--- config.mk ---
export PLATFORM = sky130hd
export DESIGN_NAME = cm_bus_sequencer
export DESIGN_NICKNAME = d
export VERILOG_FILES = /design/src/rtl/cm_pkg.sv /design/src/rtl/cm_sync.sv /design/src/rtl/cm_bus_sequencer.sv
export SDC_FILE = /design/constraint.sdc
export NUM_CORES = 1
export LEC_CHECK = 0
export CORE_MARGIN = 2
export CORE_UTILIZATION = 55
export DETAILED_ROUTE_END_ITERATION = 7
export HOLD_SLACK_MARGIN = 0.02
export PLACE_DENSITY = 0.77
export SLEW_MARGIN = 20
export SYNTH_ARGS = -nofsm -noshare
export SYNTH_HDL_FRONTEND = slang
export SYNTH_SLANG_ARGS = --single-unit
export TNS_END_PERCENT = 30
--- constraint.sdc ---
create_clock -name clk -period 2.9 [get_ports clk]
set_input_delay 0.58 -clock clk [delete_from_list [all_inputs] [get_ports clk]]
set_output_delay 0.58 -clock clk [all_outputs]
set_load 0.1 [all_outputs]
--- src/rtl/cm_pkg.sv ---
// Shared definitions for the CodeMasters (mapper 71) CPU-bus sequencer:
// FSM state encoding, mirroring register encoding and the ROM-space
// address decode constants (expressed on CPU A14..A0).
package cm_pkg;

    typedef enum logic [1:0] {
        ST_IDLE   = 2'd0,
        ST_HIGH   = 2'd1,
        ST_COMMIT = 2'd2
    } cm_state_e;

    // mirroring = {forced, value}
    localparam logic MIRR_HV     = 1'b0;  // value selects H(0)/V(1)
    localparam logic MIRR_SINGLE = 1'b1;  // value selects the single-screen page

    // Address decode on A14..A0 of a ROM-space cycle
    localparam int          BANK_SEL_BIT = 14;       // $C000-$FFFF
    localparam logic [2:0]  MIRR_SEL     = 3'b001;   // $9000-$9FFF
    localparam logic [14:0] RESET_VEC    = 15'h7FFC; // $FFFC

endpackage

--- src/rtl/cm_sync.sv ---
// Multi-flop synchronizer for one asynchronous bus strobe.
// Ports: clk, rst_n (async, active low), d (raw input), q (synchronized).
// RESET_VAL lets the caller choose the level the chain holds during reset,
// so that a strobe already active at reset release does not look like a
// fresh edge.
module cm_sync #(
    parameter int   SYNC_STAGES = 2,
    parameter logic RESET_VAL   = 1'b0
) (
    input  logic clk,
    input  logic rst_n,
    input  logic d,
    output logic q
);

    logic [SYNC_STAGES-1:0] ff;

    always_ff @(posedge clk or negedge rst_n) begin
        if (!rst_n) ff <= {SYNC_STAGES{RESET_VAL}};
        else        ff <= {ff[SYNC_STAGES-2:0], d};
    end

    assign q = ff[SYNC_STAGES-1];

endmodule

--- src/rtl/cm_bus_sequencer.sv ---
// Clocked CPU-bus front end for the CodeMasters (mapper 71) board.
// Oversamples M2, /ROMSEL, R/W, address and data on clk, qualifies complete
// ROM-space cycles and updates the PRG bank / mirroring registers.
// Ports:
//   clk, rst_n            oscillator clock, async active-low reset
//   m2, romsel            raw CPU M2 and /ROMSEL
//   cpu_rw_in/addr/data   raw CPU R/W, A14..A0, D7..D0
//   cpu_bank              16 KiB PRG bank for $8000-$BFFF
//   mirroring             {forced, value}
//   cfg_wr                one-clk pulse on bank or mirroring write
//   cycle_err             one-clk pulse when a too-short M2 high is dropped
//   led                   synchronized ~romsel
module cm_bus_sequencer
    import cm_pkg::*;
#(
    parameter logic MIRRORING_VERTICAL = 1'b1,
    parameter int   SYNC_STAGES        = 2,
    parameter int   M2_MIN_HIGH        = 2,
    parameter logic RESET_VEC_RESTORE  = 1'b1
) (
    input  logic        clk,
    input  logic        rst_n,
    input  logic        m2,
    input  logic        romsel,
    input  logic        cpu_rw_in,
    input  logic [14:0] cpu_addr_in,
    input  logic [7:0]  cpu_data_in,
    output logic [3:0]  cpu_bank,
    output logic [1:0]  mirroring,
    output logic        cfg_wr,
    output logic        cycle_err,
    output logic        led
);

    localparam int          CNT_W        = $clog2(M2_MIN_HIGH + 1);
    localparam logic [CNT_W-1:0] HI_MAX  = CNT_W'(M2_MIN_HIGH);
    localparam logic [1:0]  MIRR_DEFAULT = {MIRR_HV, MIRRORING_VERTICAL};
    localparam int          BUS_W        = 1 + 15 + 5;

    // Only D4..D0 are ever decoded.
    logic unused_data;
    assign unused_data = ^cpu_data_in[7:5];

    // Synchronizers hold 1 in reset: M2 high at release then shows no rising
    // edge, and /ROMSEL reads as idle (led off).
    logic m2_s, m2_d, romsel_s;

    cm_sync #(.SYNC_STAGES(SYNC_STAGES), .RESET_VAL(1'b1)) u_sync_m2 (
        .clk(clk), .rst_n(rst_n), .d(m2), .q(m2_s));

    cm_sync #(.SYNC_STAGES(SYNC_STAGES), .RESET_VAL(1'b1)) u_sync_romsel (
        .clk(clk), .rst_n(rst_n), .d(romsel), .q(romsel_s));

    // Bus lines are delayed by the same depth as M2 so a capture taken at the
    // last synchronized M2-high clk sees the bus from the last raw M2-high clk.
    logic [SYNC_STAGES-1:0][BUS_W-1:0] bus_dly;
    logic [BUS_W-1:0] bus_now;

    assign bus_now = bus_dly[SYNC_STAGES-1];

    always_ff @(posedge clk or negedge rst_n) begin
        if (!rst_n) begin
            bus_dly <= '0;
            m2_d    <= 1'b1;
        end else begin
            bus_dly <= {bus_dly[SYNC_STAGES-2:0], {cpu_rw_in, cpu_addr_in, cpu_data_in[4:0]}};
            m2_d    <= m2_s;
        end
    end

    logic m2_rise;
    assign m2_rise = m2_s & ~m2_d;
    assign led     = ~romsel_s;

    cm_state_e        state, state_nxt;
    logic [CNT_W-1:0] hi_cnt, hi_nxt;
    logic             cap_en;
    logic             cap_rw, cap_romsel;
    logic [14:0]      cap_addr;
    logic [4:0]       cap_data;
    logic [3:0]       bank_nxt;
    logic [1:0]       mirr_nxt;
    logic             cfg_nxt, err_nxt;

    always_ff @(posedge clk or negedge rst_n) begin
        if (!rst_n) begin
            state      <= ST_IDLE;
            hi_cnt     <= '0;
            cap_rw     <= 1'b0;
            cap_romsel <= 1'b0;
            cap_addr   <= '0;
            cap_data   <= '0;
            cpu_bank   <= '0;
            mirroring  <= MIRR_DEFAULT;
            cfg_wr     <= 1'b0;
            cycle_err  <= 1'b0;
        end else begin
            state     <= state_nxt;
            hi_cnt    <= hi_nxt;
            cpu_bank  <= bank_nxt;
            mirroring <= mirr_nxt;
            cfg_wr    <= cfg_nxt;
            cycle_err <= err_nxt;
            if (cap_en) begin
                {cap_rw, cap_addr, cap_data} <= bus_now;
                cap_romsel                   <= romsel_s;
            end
        end
    end

    always_comb begin
        state_nxt = state;
        hi_nxt    = hi_cnt;
        cap_en    = 1'b0;
        bank_nxt  = cpu_bank;
        mirr_nxt  = mirroring;
        cfg_nxt   = 1'b0;
        err_nxt   = 1'b0;
        case (state)
            ST_IDLE: begin
                if (m2_rise) begin
                    state_nxt = ST_HIGH;
                    hi_nxt    = CNT_W'(1);
                    cap_en    = 1'b1;
                end
            end
            ST_HIGH: begin
                if (m2_s) begin
                    cap_en = 1'b1;
                    if (hi_cnt < HI_MAX) hi_nxt = hi_cnt + 1'b1;
                end else if (hi_cnt >= HI_MAX) begin
                    state_nxt = ST_COMMIT;
                end else begin
                    state_nxt = ST_IDLE;
                    err_nxt   = 1'b1;
                end
            end
            ST_COMMIT: begin
                if (!cap_romsel) begin
                    if (!cap_rw && cap_addr[BANK_SEL_BIT]) begin
                        bank_nxt = cap_data[3:0];
                        cfg_nxt  = 1'b1;
                    end else if (!cap_rw && cap_addr[14:12] == MIRR_SEL) begin
                        mirr_nxt = {MIRR_SINGLE, cap_data[4]};
                        cfg_nxt  = 1'b1;
                    end else if (cap_rw && cap_addr == RESET_VEC && RESET_VEC_RESTORE) begin
                        mirr_nxt = MIRR_DEFAULT;
                    end
                end
                // A rise already visible here starts the next cycle directly.
                if (m2_rise) begin
                    state_nxt = ST_HIGH;
                    hi_nxt    = CNT_W'(1);
                    cap_en    = 1'b1;
                end else begin
                    state_nxt = ST_IDLE;
                end
            end
            default: state_nxt = ST_IDLE;
        endcase
    end

endmodule

==> flow_summary.json <==
{
  "postRouteAntennaNets": 0,
  "cp_slowest_cell": "dfstp_2",
  "ys_seq_area_frac": 0.763,
  "die_y_um": 73.6,
  "ys_seq_elements": 81,
  "maxCapViolCount": 0,
  "critPathKind": "reg2out",
  "vias_per_cell": 5.14,
  "worstSkewPairLatency_ns": 0.34,
  "fin_nets": 216,
  "dieArea_mm2": 0.00542,
  "power_density_mw_per_mm2": 793,
  "synthesis.area_mm2": 0.00267,
  "post_cts_buffers": 0,
  "routed_wl_um": 3690,
  "routedWlPerCell_um": 15.0,
  "clock_skew_ns": 0.00697,
  "status": "finished clean",
  "critPathRequiredTime_ns": 2.32,
  "pin_count": 37,
  "gr-total-overflow": 0,
  "tightest_slew_ns": 0.942,
  "seq_area_mm2": 0.00203,
  "postSynthNetCount": 174,
  "placedCellCount": 230,
  "clock_path_buffers": 2,
  "cp-end-kind": "output pin",
  "fmax_ghz": 0.575,
  "worst_hold_startpoint": "bus_dly[8]$_DFF_PN0_",
  "cts_root_buf": "clkbuf_8",
  "area_growth_pct": 19.3,
  "period_minus_slack_ns": 1.74,
  "tritoncts": "done",
  "swShare": 0.294,
  "drc": 0,
  "grt_max_degree": 82,
  "synthTopCellsByArea": "dfrtp_1, mux2_4, dfstp_2",
  "gp_congestion": 0.679,
  "pwr-share-comb": 0.185,
  "cts_htree_levels": 3,
  "r2r_start": "m2_d$_DFF_PN1_",
  "final_layout_size_suffix_gt1_frac": 0.318,
  "synthCells": 145,
  "coreArea_mm2": 0.00469,
  "rows": 25,
  "fin_setup_tns_ns": 0,
  "grt_pass1_wl_um": 6180,
  "hold_viol_final": 0,
  "cts.repair.resized": 0,
  "post-dp-hpwl_um": 2510,
  "vdd_drop_max_mv": 0.447,
  "grt_pass1_vias": 1349,
  "initial_core_util": 0.568,
  "antenna_cells": 0,
  "cp_max_fo": 2,
  "cts_buffers": 9,
  "antenna_found_initial": 0,
  "synth_top_area_frac": 0.704,
  "max_slew_margin": 0.372,
  "p_switching_mw": 0.741,
  "rsz0062_at_grt": "false",
  "max_stage_delay_ns": 0.54,
  "p_leak_nw": 1.49,
  "synthTopCellsByCount": "dfrtp_1, mux2_4, dfstp_2, inv_1, mux2_2",
  "ys_warn_count": 0,
  "power_frac_seq": 0.528,
  "vias": 1264,
  "final_cells": 246,
  "startpoint": "mirroring[0]$_DFFE_PN1P_",
  "internal-power_mw": 1.78,
  "worstPathCellList": "buf_4",
  "setup_viol": 0,
  "yosysMostFrequentCell": "dfrtp_1",
  "clockPowerShare": 0.286,
  "cts.sinks": 81,
  "slew_viol_final": 0,
  "crit_family": "flip-flops",
  "gr-usage-all-layers": 0.161,
  "critPathBufInv": 1,
  "crit_arrival_ns": 1.16,
  "hold_path.class": "reg2reg",
  "path_clk_slew_ns": 0.08,
  "synthFlopType": "dfrtp_1",
  "cts_hold_buf": 0,
  "portBuffers": 33,
  "fin_crit_sh": 0.600,
  "synth-edff-count": 0,
  "multiInputGateArea_um2": 573,
  "first_pass_iters": 4,
  "nFillCells": 314,
  "avgSynthCellArea_um2": 18.4,
  "drtIter0Drc": 64,
  "synth.distinct_cells": 27,
  "yosys.area.top_type": "dfrtp_1",
  "die_x_um": 73.6,
  "async_reset_ff_frac": 1.00,
  "start_kind": "flop"
}
cell usage in the layout, fill, tap and decap left out, drive strengths merged:
cell type,count
clkinv,3
inv,5
nand4,1
o21ai,5
nand3,3
nand3b,1
nor4b,1
ha,1
nor2,4
a31oi,1
a21o,1
nor3,2
dfstp,6
nand4b,2
clkbuf,11
mux2,26
mux2i,1
clkdlybuf4s50,23
nand2,4
nor4,1
a22oi,1
a21oi,1
dfrtp,75
buf,10
nor3b,1
clkinvlp,2
cell families (layout without fill, tap and decap cells):
group / count (synthesis) / in the layout / synth area share
compound gates: 9 / 9 / 0.0235
fa+ha+maj: 1 / 1 / 0.00469
buf+inv: 7 / 54 / 0.0221
flops: 81 / 81 / 0.763
mux: 27 / 27 / 0.140
simple gates: 20 / 20 / 0.0465
final timing paths:
check	to	slack, ns	depth (start not counted)
setup / recovery	mirroring[0]	1.16	1
setup reg to reg	cap_addr[6]$_DFFE_PN0P_	1.29	4
hold reg to reg	bus_now[8]$_DFF_PN0_	0.35	0
hold / removal	bus_now[8]$_DFF_PN0_	0.35	0
min in group asynchronous	cpu_bank[3]$_DFFE_PN0P_	0.38	1
max in group asynchronous	bus_now[10]$_DFF_PN0_	1.91	1
power by group through the flow:
stage / clock, mW / sequential, mW / combinational, mW
6_report: 0.722 / 1.33 / 0.467
5_1_grt: 0.787 / 1.35 / 0.494
4_1_cts: 0.748 / 1.33 / 0.472
3_5_place_dp: 0 / 1.35 / 0.472
3_3_place_gp: 0 / 1.34 / 0.451
2_1_floorplan: 0 / 1.52 / 0.167
layer usage:
metal  vias to the layer above  global-route usage  wire length [um]  part of all wire
li1                        573                   -                 -                 -
met1                       648               0.188              1460              0.40
met5                         -                   0                 0                 0
met4                         0               0.109               110             0.030
met2                        31               0.259              1970              0.53
met3                        12              0.0453               142             0.039
state kept, by name, summed over array words and instances, names as in the netlist, 2 cells and up:
| signal | count |
|---|---|
| u_sync_romsel.ff | 2 |
| hi_cnt | 2 |
| cap_addr | 15 |
| bus_now | 21 |
| u_sync_m2.ff | 2 |
| state | 2 |
| mirroring | 2 |
| cap_data | 5 |
| bus_dly | 21 |
| cpu_bank | 4 |
cell type report:
class | count | share of cell area
flip-flops and latches | 81 | 0.640
well taps | 54 | 0.0212
clock buffers | 11 | 0.0476
repair buffers | 33 | 0.0960
clock inverters | 5 | 0.00944
inverters | 5 | 0.00590
multi-input cells | 57 | 0.180
per-stage QoR:
step / utilization / cell area, um2 / hold slack (ns) / worst slack (ns) / total power [mW]
5_1_grt: 0.678 / 3180 / 0.356 / 1.12 / 2.63
4_1_cts: 0.678 / 3180 / 0.352 / 1.14 / 2.55
3_5_place_dp: 0.639 / 3000 / 0.336 / 1.29 / 1.83
3_3_place_gp: 0.639 / 3000 / 0.332 / 1.36 / 1.79
2_1_floorplan: - / 2670 / 0.284 / 1.39 / 1.69
6_report: 0.678 / 3180 / 0.351 / 1.16 / 2.52
(Power assumes the default switching activity.)
